<file path="src/rtl/ram16x4_pkg.sv">
// Shared constants for the ram16x4 arbiter: geometry, FSM state codes and requester indices.
package ram16x4_pkg;
    localparam int ADDR_W = 4;
    localparam int DATA_W = 4;
    localparam int DEPTH  = 16;

    localparam logic [0:0] ST_CLEAR = 1'b0;
    localparam logic [0:0] ST_RUN   = 1'b1;

    localparam int REQ0 = 0;
    localparam int REQ1 = 1;
endpackage

</file>
<file path="src/rtl/rr_arb2.sv">
// Two-way round-robin arbiter; on contention the requester not granted most recently wins.
module rr_arb2 (
    input  logic       clk,
    input  logic       rst,
    input  logic [1:0] req,
    input  logic       advance,
    output logic [1:0] gnt
);
    // last_q = 1 means requester 1 was granted most recently, so requester 0 is favoured
    logic last_q;
    logic last_d;

    always_comb begin
        gnt = 2'b00;
        case (req)
            2'b01:   gnt = 2'b01;
            2'b10:   gnt = 2'b10;
            2'b11:   gnt = last_q ? 2'b01 : 2'b10;
            default: gnt = 2'b00;
        endcase
        last_d = last_q;
        if (advance && (gnt != 2'b00)) begin
            last_d = gnt[1];
        end
    end

    always_ff @(posedge clk) begin
        if (rst) begin
            last_q <= 1'b1;
        end else begin
            last_q <= last_d;
        end
    end
endmodule

</file>
<file path="src/rtl/ram16x4_arbiter.sv">
// Clears the RAM after reset, then grants it to one of two requesters per cycle
// and returns read data on a per-requester response channel one cycle later.
module ram16x4_arbiter #(
    parameter int                ADDR_W       = 4,
    parameter int                DATA_W       = 4,
    parameter bit                ENABLE_CLEAR = 1'b1,
    parameter logic [DATA_W-1:0] CLEAR_VAL    = '0
) (
    input  logic              clk,
    input  logic              rst,
    input  logic              req0_valid,
    output logic              req0_ready,
    input  logic              req0_we,
    input  logic [ADDR_W-1:0] req0_addr,
    input  logic [DATA_W-1:0] req0_wdata,
    output logic              rsp0_valid,
    output logic [DATA_W-1:0] rsp0_rdata,
    input  logic              req1_valid,
    output logic              req1_ready,
    input  logic              req1_we,
    input  logic [ADDR_W-1:0] req1_addr,
    input  logic [DATA_W-1:0] req1_wdata,
    output logic              rsp1_valid,
    output logic [DATA_W-1:0] rsp1_rdata,
    output logic              init_done,
    output logic              ram_we,
    output logic [ADDR_W-1:0] ram_addr,
    output logic [DATA_W-1:0] ram_wdata,
    input  logic [DATA_W-1:0] ram_rdata
);
    logic [0:0]        state_q, state_d;
    logic [ADDR_W-1:0] clr_cnt_q, clr_cnt_d;
    logic              init_done_q, init_done_d;
    logic              rsp0_valid_q, rsp0_valid_d;
    logic              rsp1_valid_q, rsp1_valid_d;
    logic [DATA_W-1:0] rsp0_rdata_q, rsp0_rdata_d;
    logic [DATA_W-1:0] rsp1_rdata_q, rsp1_rdata_d;
    logic              run;
    logic [1:0]        arb_req;
    logic [1:0]        gnt;

    rr_arb2 u_arb (
        .clk     (clk),
        .rst     (rst),
        .req     (arb_req),
        .advance (|gnt),
        .gnt     (gnt)
    );

    // Requests are masked out of the arbiter outside RUN so the pointer only moves on real transfers
    always_comb begin
        run     = !rst && (state_q == ram16x4_pkg::ST_RUN);
        arb_req = run ? {req1_valid, req0_valid} : 2'b00;

        req0_ready = gnt[ram16x4_pkg::REQ0];
        req1_ready = gnt[ram16x4_pkg::REQ1];

        ram_we    = 1'b0;
        ram_addr  = '0;
        ram_wdata = '0;
        if (!rst && (state_q == ram16x4_pkg::ST_CLEAR)) begin
            ram_we    = 1'b1;
            ram_addr  = clr_cnt_q;
            ram_wdata = CLEAR_VAL;
        end else if (gnt[ram16x4_pkg::REQ0]) begin
            ram_we    = req0_we;
            ram_addr  = req0_addr;
            ram_wdata = req0_wdata;
        end else if (gnt[ram16x4_pkg::REQ1]) begin
            ram_we    = req1_we;
            ram_addr  = req1_addr;
            ram_wdata = req1_wdata;
        end
    end

    always_comb begin
        state_d     = state_q;
        clr_cnt_d   = clr_cnt_q;
        init_done_d = init_done_q;
        if (state_q == ram16x4_pkg::ST_CLEAR) begin
            if (clr_cnt_q == {ADDR_W{1'b1}}) begin
                state_d     = ram16x4_pkg::ST_RUN;
                init_done_d = 1'b1;
            end else begin
                clr_cnt_d = clr_cnt_q + 1'b1;
            end
        end else begin
            init_done_d = 1'b1;
        end

        rsp0_valid_d = gnt[ram16x4_pkg::REQ0] && !req0_we;
        rsp1_valid_d = gnt[ram16x4_pkg::REQ1] && !req1_we;
        rsp0_rdata_d = rsp0_valid_d ? ram_rdata : rsp0_rdata_q;
        rsp1_rdata_d = rsp1_valid_d ? ram_rdata : rsp1_rdata_q;
    end

    always_ff @(posedge clk) begin
        if (rst) begin
            state_q      <= ENABLE_CLEAR ? ram16x4_pkg::ST_CLEAR : ram16x4_pkg::ST_RUN;
            clr_cnt_q    <= '0;
            init_done_q  <= 1'b0;
            rsp0_valid_q <= 1'b0;
            rsp1_valid_q <= 1'b0;
            rsp0_rdata_q <= '0;
            rsp1_rdata_q <= '0;
        end else begin
            state_q      <= state_d;
            clr_cnt_q    <= clr_cnt_d;
            init_done_q  <= init_done_d;
            rsp0_valid_q <= rsp0_valid_d;
            rsp1_valid_q <= rsp1_valid_d;
            rsp0_rdata_q <= rsp0_rdata_d;
            rsp1_rdata_q <= rsp1_rdata_d;
        end
    end

    assign init_done  = init_done_q;
    assign rsp0_valid = rsp0_valid_q;
    assign rsp1_valid = rsp1_valid_q;
    assign rsp0_rdata = rsp0_rdata_q;
    assign rsp1_rdata = rsp1_rdata_q;
endmodule

</file>
<file path="config.mk">
export PLATFORM = sky130hd
export DESIGN_NAME = ram16x4_arbiter
export DESIGN_NICKNAME = d
export VERILOG_FILES = /design/src/rtl/ram16x4_pkg.sv /design/src/rtl/rr_arb2.sv /design/src/rtl/ram16x4_arbiter.sv
export SDC_FILE = /design/constraint.sdc
export NUM_CORES = 1
export LEC_CHECK = 0
export BUFFER_PORTS_ARGS = -buffer_cell sky130_fd_sc_hd__buf_2
export CORE_MARGIN = 5
export CORE_UTILIZATION = 39
export CTS_CLUSTER_DIAMETER = 60
export DETAILED_ROUTE_END_ITERATION = 6
export PLACE_DENSITY = 0.74
export REMOVE_ABC_BUFFERS = 1
export SYNTH_ARGS = -nofsm -noshare
export SYNTH_HDL_FRONTEND = slang
export SYNTH_SLANG_ARGS = --single-unit
</file>
<file path="constraint.sdc">
create_clock -name clk -period 1.1 [get_ports clk]
set_input_delay 0.055 -clock clk [delete_from_list [all_inputs] [get_ports clk]]
set_output_delay 0.055 -clock clk [all_outputs]
set_load 0.01 [all_outputs]
</file>
==> Word level (Yosys, flattened, before mapping) <==
Index checks and enable logic that the tools add are counted.
{ "classes": {"bitwise": 2, "add_sub_neg": 1, "n_reduce_logical": 12, "n_eq_ne": 4, "mux": 16} }
{ "ops": {"columns": ["op", "count"], "rows": [
  ["$mux W4", 6],
  ["$mux W1", 7],
  ["$pmux W2 S3", 1],
  ["$logic_and A1 B1 Y1", 5],
  ["$add A4 B1 Y4 const B", 1],
  ["$eq A2 B2 Y1 const B", 2],
  ["$eq A4 B4 Y1 const B", 1],
  ["$mux W2", 2],
  ["$reduce_bool A2 Y1", 2],
  ["$logic_not A1 Y1", 3],
  ["$eq A2 B1 Y1 const B", 1],
  ["$not A1 Y1", 2],
  ["$reduce_and A2 Y1", 1],
  ["$reduce_or A2 Y1", 1]
]} }
{ "word_totals": {"in_bits": 26, "regBits": 17, "elab_cells": 43, "output_inout_bits": 22} }

==> Depth between registers and ports, before layout <==
{ "depth": {"ltp_word": 8, "ltp_mapped": 5} }

==> Modules after synthesis <==
Synthesis repeated with hierarchy kept, for this count alone.
{ "hier_totals": {"cells_unflattened": 95, "hier_area_um2": 828.3} }
{ "by_module_without_submodules": {"columns": ["module", "cells_each", "area_per_inst_um2", "n_inst", "seq_area_each_um2"], "rows": [
  ["ram16x4_arbiter", 88, 767.0, 1, 320.3],
  ["rr_arb2", 7, 61.3, 1, 20.0]
]} }

==> Least setup slack after synthesis <==
OpenSTA, ideal clock, no wires.
{ "synth_path": {"kind": "reg2out", "startpoint": "register u_arb.last_q", "endpoint": "output port ram_we", "required_time_ns": 1.045, "n_path_buf": 1, "t_arrival_ns": 1.176, "path_slack_ns": -0.131, "path_stages_with_launch": 5, "cell_sequence": "dfxtp_1 > nand2b_2 > and3_1 > buf_6 > a221o_1"} }
{ "synth_lines": {"columns": ["item", "line_no", "source"], "rows": [
  ["start: declaration", "rr_arb2.sv:10", "logic last_q;"],
  ["start signal: assignment", "rr_arb2.sv:31", "last_q <= last_d;"],
  ["$mux W2", "rr_arb2.sv:18", "2'b11: gnt = last_q ? 2'b01 : 2'b10;"],
  ["$pmux W2 S3", "rr_arb2.sv:15", "case (req)"],
  ["net req0_ready", "ram16x4_arbiter.sv:12", "output logic req0_ready,"],
  ["$mux W1", "ram16x4_arbiter.sv:65", "end else if (gnt[ram16x4_pkg::REQ0]) begin"],
  ["$mux W1", "ram16x4_arbiter.sv:61", "if (!rst && (state_q == ram16x4_pkg::ST_CLEAR)) begin"],
  ["end: declaration", "ram16x4_arbiter.sv:26", "output logic ram_we,"]
]} }
The timed path passes the listed nets, and every way through them passes these cells.

==> Final worst setup path <==
{ "layout_path": {"startpoint": "register state_q", "endpoint": "output port ram_addr[3]"} }
{ "layout_between": {"elab_chain_cells": 7} }
{ "layout_rtl": {"columns": ["item", "line_no", "source"], "rows": [
  ["start: declaration", "ram16x4_arbiter.sv:31", "logic [0:0] state_q, state_d;"],
  ["start signal: assignment", "ram16x4_arbiter.sv:99", "state_q <= ENABLE_CLEAR ? ram16x4_pkg::ST_CLEAR : ram16x4_pkg::ST_RUN;"],
  ["start signal: assignment", "ram16x4_arbiter.sv:107", "state_q <= state_d;"],
  ["$logic_and A1 B1 Y1", "ram16x4_arbiter.sv:52", "run = !rst && (state_q == ram16x4_pkg::ST_RUN);"],
  ["$mux W2", "ram16x4_arbiter.sv:53", "arb_req = run ? {req1_valid, req0_valid} : 2'b00;"],
  ["$eq A2 B2 Y1 or $eq A2 B1 Y1 (tied branches)", "rr_arb2.sv:15", null],
  ["$pmux W2 S3", "rr_arb2.sv:15", null],
  ["$mux W4", "ram16x4_arbiter.sv:69", "end else if (gnt[ram16x4_pkg::REQ1]) begin"],
  ["$mux W4", "ram16x4_arbiter.sv:65", null],
  ["$mux W4 (*)", "ram16x4_arbiter.sv:61", null],
  ["end: declaration", "ram16x4_arbiter.sv:27", "output logic [ADDR_W-1:0] ram_addr,"]
]} }
Mark *: on every way between the ends. The rest lies on a longest branch, timed or not.

==> out/summary.json <==
{
  "status": {
    "status": "complete, but fails checks",
    "violations": "negative setup slack"
  },
  "sta": {
    "hold_violations": 0,
    "max_clock_freq_ghz": 0.6684,
    "clock_period_minus_final_worst_setup_slack_ps": 1496,
    "max_slew_violation_count": 0,
    "finalSetupViolations": 19,
    "postLayoutSetupSlackWorst_ps": -396.2,
    "fin_worst_skew_ps": 0.7611,
    "pin_slew_with_the_least_headroom_to_its_limit_ps": 279.8,
    "grt_setup_unrepaired": "true",
    "timing.setup.tns_ps": -3800,
    "max-slew-margin-rel_pct": 81.32,
    "final.period_utilization_pct": 136.0
  },
  "floorplanning": {
    "pin_count": 48,
    "floorplan.die.height_um": 57.29,
    "area_enclosed_by_the_die_boundary_mm2": 0.003282,
    "rows": 17,
    "start_util_pct": 40.20,
    "core_area_mm2": 0.002170,
    "dieWidth_um": 57.29
  },
  "logic_synthesis": {
    "synthesis.area_per_instance_um2": 8.721,
    "synth-warning-count": 0,
    "netlist-cell-type-count": 31,
    "syn-cell-area_um2": 872.1,
    "synth_xor_xnor_area_share_pct": 1.004,
    "largest_family_of_logic_cells_by_synthesized_area": "simple AND/OR/NAND/NOR gates",
    "syn_inst": 100,
    "synth_simple_gate_area_share_pct": 26.69,
    "synth_mux_area_share_pct": 1.148,
    "ys_ff_latch": 17,
    "synthAdderAreaFrac_pct": 1.435,
    "seq_area_frac_synth_pct": 39.02,
    "synth_compound_gate_area_share_pct": 23.67
  },
  "setup_path": {
    "crit_type": "flop to output pin",
    "setup.worst_path.start_class": "flop",
    "timing.critical_path.from": "state_q",
    "worst_ep_arrival_time_ps": 1440,
    "worst-endpoint-required_ps": 1040,
    "critPathMaxFanout": 12,
    "reg_to_reg_start": "clr_cnt_q[0]",
    "setup.worst_path.end_class": "output pin"
  },
  "final_layout": {
    "layout_commonest_cell": "sky130_fd_sc_hd__buf_2",
    "post_route_cells_drive_above_1_share_pct": 54.22,
    "most-common-layout-cells": "46 x sky130_fd_sc_hd__buf_2, 15 x sky130_fd_sc_hd__buf_4, 13 x sky130_fd_sc_hd__dfxtp_1, 11 x sky130_fd_sc_hd__a21oi_1, 8 x sky130_fd_sc_hd__nand3_1",
    "fin_nets": 194,
    "insertedDiodeCount": 0,
    "areaGrowthSynthToFinish_pct": 60.40
  },
  "cts": {
    "post_cts_hold_buffer_count": 0,
    "cts_root_buf": "sky130_fd_sc_hd__clkbuf_4",
    "cts_buffer_depth": 2,
    "htreeDepth": 1,
    "clock_insertion_delay_worst_skew_ps": 290,
    "clock_buffers_created_by_tritoncts": 3,
    "cts.sink_count": 17,
    "cts_tree": "yes",
    "cts.clk_slew.worst_paths_ps": 100
  },
  "placed_design": {
    "place_hpwl_um": 2014,
    "gp_routability_congestion": 0.7949,
    "number_of_input_and_output_port_buffers_inserted": 47
  },
  "grt": {
    "global_route_wire_length_before_repair_um": 4505,
    "gr-usage-all-layers_pct": 17.09,
    "antenna_found_initial": 0,
    "grt_start_max_net_pins": 13,
    "vias_in_the_first_global_route": 1030,
    "grt-ovfl-total": 0
  },
  "power": {
    "fin_total_pwr_mw": 1.158,
    "ir_worst_vdd_v": 0.001084,
    "p_leak_nw": 0.6404,
    "power_per_cell_area_mw_per_mm2": 827.5
  },
  "routing": {
    "finalWirelength_um": 2650,
    "wire_per_inst_um": 13.66,
    "drtPass1Iterations": 4,
    "routed_via_density": 5.273,
    "drt_drc_violations_left": 0,
    "detail-route-antenna-nets": 0,
    "dr_total_vias": 1023,
    "drt_first_iter_violations": 27
  },
  "flow_run": {
    "max_cap_viol_count": 0
  },
  "min_path": {
    "hold_path.class": "primary input to flop",
    "hold_path_startpoint": "ram_rdata[0]"
  }
}
==> repair_timing <==
action                                  in CTS  in global routing
pin swaps                                    6                  3
endpoints found under the setup margin      21                 23
setup buffers                                3                  1
gates cloned                                 1                  0
resized for setup                           26                  5
==> Yosys cell counts <==
cell type | n | area [um2]
sky130_fd_sc_hd__dfxtp_1 | 17 | 340.3
sky130_fd_sc_hd__a21oi_1 | 11 | 55.05
sky130_fd_sc_hd__nand3_1 | 8 | 40.04
sky130_fd_sc_hd__o21ai_0 | 8 | 40.04
sky130_fd_sc_hd__nor2_1 | 6 | 22.52
sky130_fd_sc_hd__nor3_1 | 6 | 30.03
sky130_fd_sc_hd__a221o_1 | 5 | 50.05
sky130_fd_sc_hd__a22o_1 | 4 | 35.03
sky130_fd_sc_hd__nand2_1 | 4 | 15.01
sky130_fd_sc_hd__buf_6 | 3 | 33.78
sky130_fd_sc_hd__clkbuf_1 | 3 | 11.26
sky130_fd_sc_hd__inv_1 | 3 | 11.26
sky130_fd_sc_hd__and3_1 | 2 | 12.51
sky130_fd_sc_hd__nand4bb_1 | 2 | 22.52
sky130_fd_sc_hd__nor2b_1 | 2 | 12.51
sky130_fd_sc_hd__a211oi_1 | 1 | 7.510
sky130_fd_sc_hd__a31oi_1 | 1 | 6.260
sky130_fd_sc_hd__a31oi_2 | 1 | 12.51
sky130_fd_sc_hd__and2_1 | 1 | 6.260
sky130_fd_sc_hd__and4bb_1 | 1 | 12.51
sky130_fd_sc_hd__and4bb_2 | 1 | 12.51
sky130_fd_sc_hd__buf_2 | 1 | 5.000
sky130_fd_sc_hd__ha_1 | 1 | 12.51
sky130_fd_sc_hd__mux2i_1 | 1 | 10.01
sky130_fd_sc_hd__nand2_2 | 1 | 6.260
sky130_fd_sc_hd__nand2b_1 | 1 | 6.260
sky130_fd_sc_hd__nand2b_2 | 1 | 8.760
sky130_fd_sc_hd__nand4b_1 | 1 | 8.760
sky130_fd_sc_hd__nor4bb_1 | 1 | 10.01
sky130_fd_sc_hd__or2_2 | 1 | 6.260
sky130_fd_sc_hd__xnor2_1 | 1 | 8.760
==> cells by family (layout without fill, tap and decap cells) <==
group / count (synthesis) / after routing
mux: 1 / 1
compound gates: 31 / 31
buf+inv: 10 / 75
simple gates: 39 / 40
fa+ha+maj: 1 / 1
xor+xnor: 1 / 1
flops: 17 / 17
==> worst paths after layout <==
path / slack, ps / depth (start not counted) / end
worst min-delay path: 30 / 3 / rsp0_rdata[0]
worst max register to register: -90 / 5 / clr_cnt_q[1]
worst max-delay path: -400 / 5 / ram_addr[3]
worst min register to register: 450 / 2 / init_done
==> cell type report <==
type / instances / area (um2)
fillers: 211 / 770.7
multi-input cells: 74 / 559.3
repair buffers: 68 / 421.7
flip-flops and latches: 17 / 345.3
well taps: 28 / 35.03
clock buffers: 4 / 26.28
inverters: 3 / 11.26
==> power by group <==
part | switching, mW | leakage (nW) | internal (mW)
logic | 0.0814 | 0.487 | 0.101
registers | 0.0110 | 0.138 | 0.626
clock network | 0.197 | 0.0150 | 0.141
total | 0.289 | 0.640 | 0.868
==> registers in the layout, summed over array words and instances (netlist names) <==
register and count:
clr_cnt_q 4, init_done 1, rsp0_rdata 4, rsp0_valid 1
rsp1_rdata 4, rsp1_valid 1, state_q 1, u_arb.last_q 1
==> worst max-delay path: stages (launching register included) <==
cell and delay, ps:
sky130_fd_sc_hd__dfxtp_2 340, sky130_fd_sc_hd__buf_6 150, sky130_fd_sc_hd__nand2b_1 180, sky130_fd_sc_hd__nor3_1 90
sky130_fd_sc_hd__a221o_1 260, sky130_fd_sc_hd__buf_2 140
==> through the flow <==
step | instances | area, um2 | hold slack (ps) | worst slack, ps | utilization [%]
5_1_grt | 194 | 1399 | 11.52 | -491.6 | 64.48
6_report | 194 | 1399 | 27.63 | -396.2 | 64.48
4_1_cts | 193 | 1365 | 20.36 | -396.2 | 62.92
2_1_floorplan | 93 | 822.0 | 124.1 | -211.1 | -
3_3_place_gp | 185 | 1220 | 326.7 | -166.3 | 56.23
3_5_place_dp | 185 | 1220 | 342.6 | -208.8 | 56.23
==> per-layer routing <==
metal | GRT usage [%] | wire length (um)
met5 | 0 | 0
met2 | 30.51 | 1370
met4 | 2.980 | 21
met1 | 20.47 | 1080
met3 | 4.977 | 177
No activity file was read; power rests on OpenSTA's default activity.
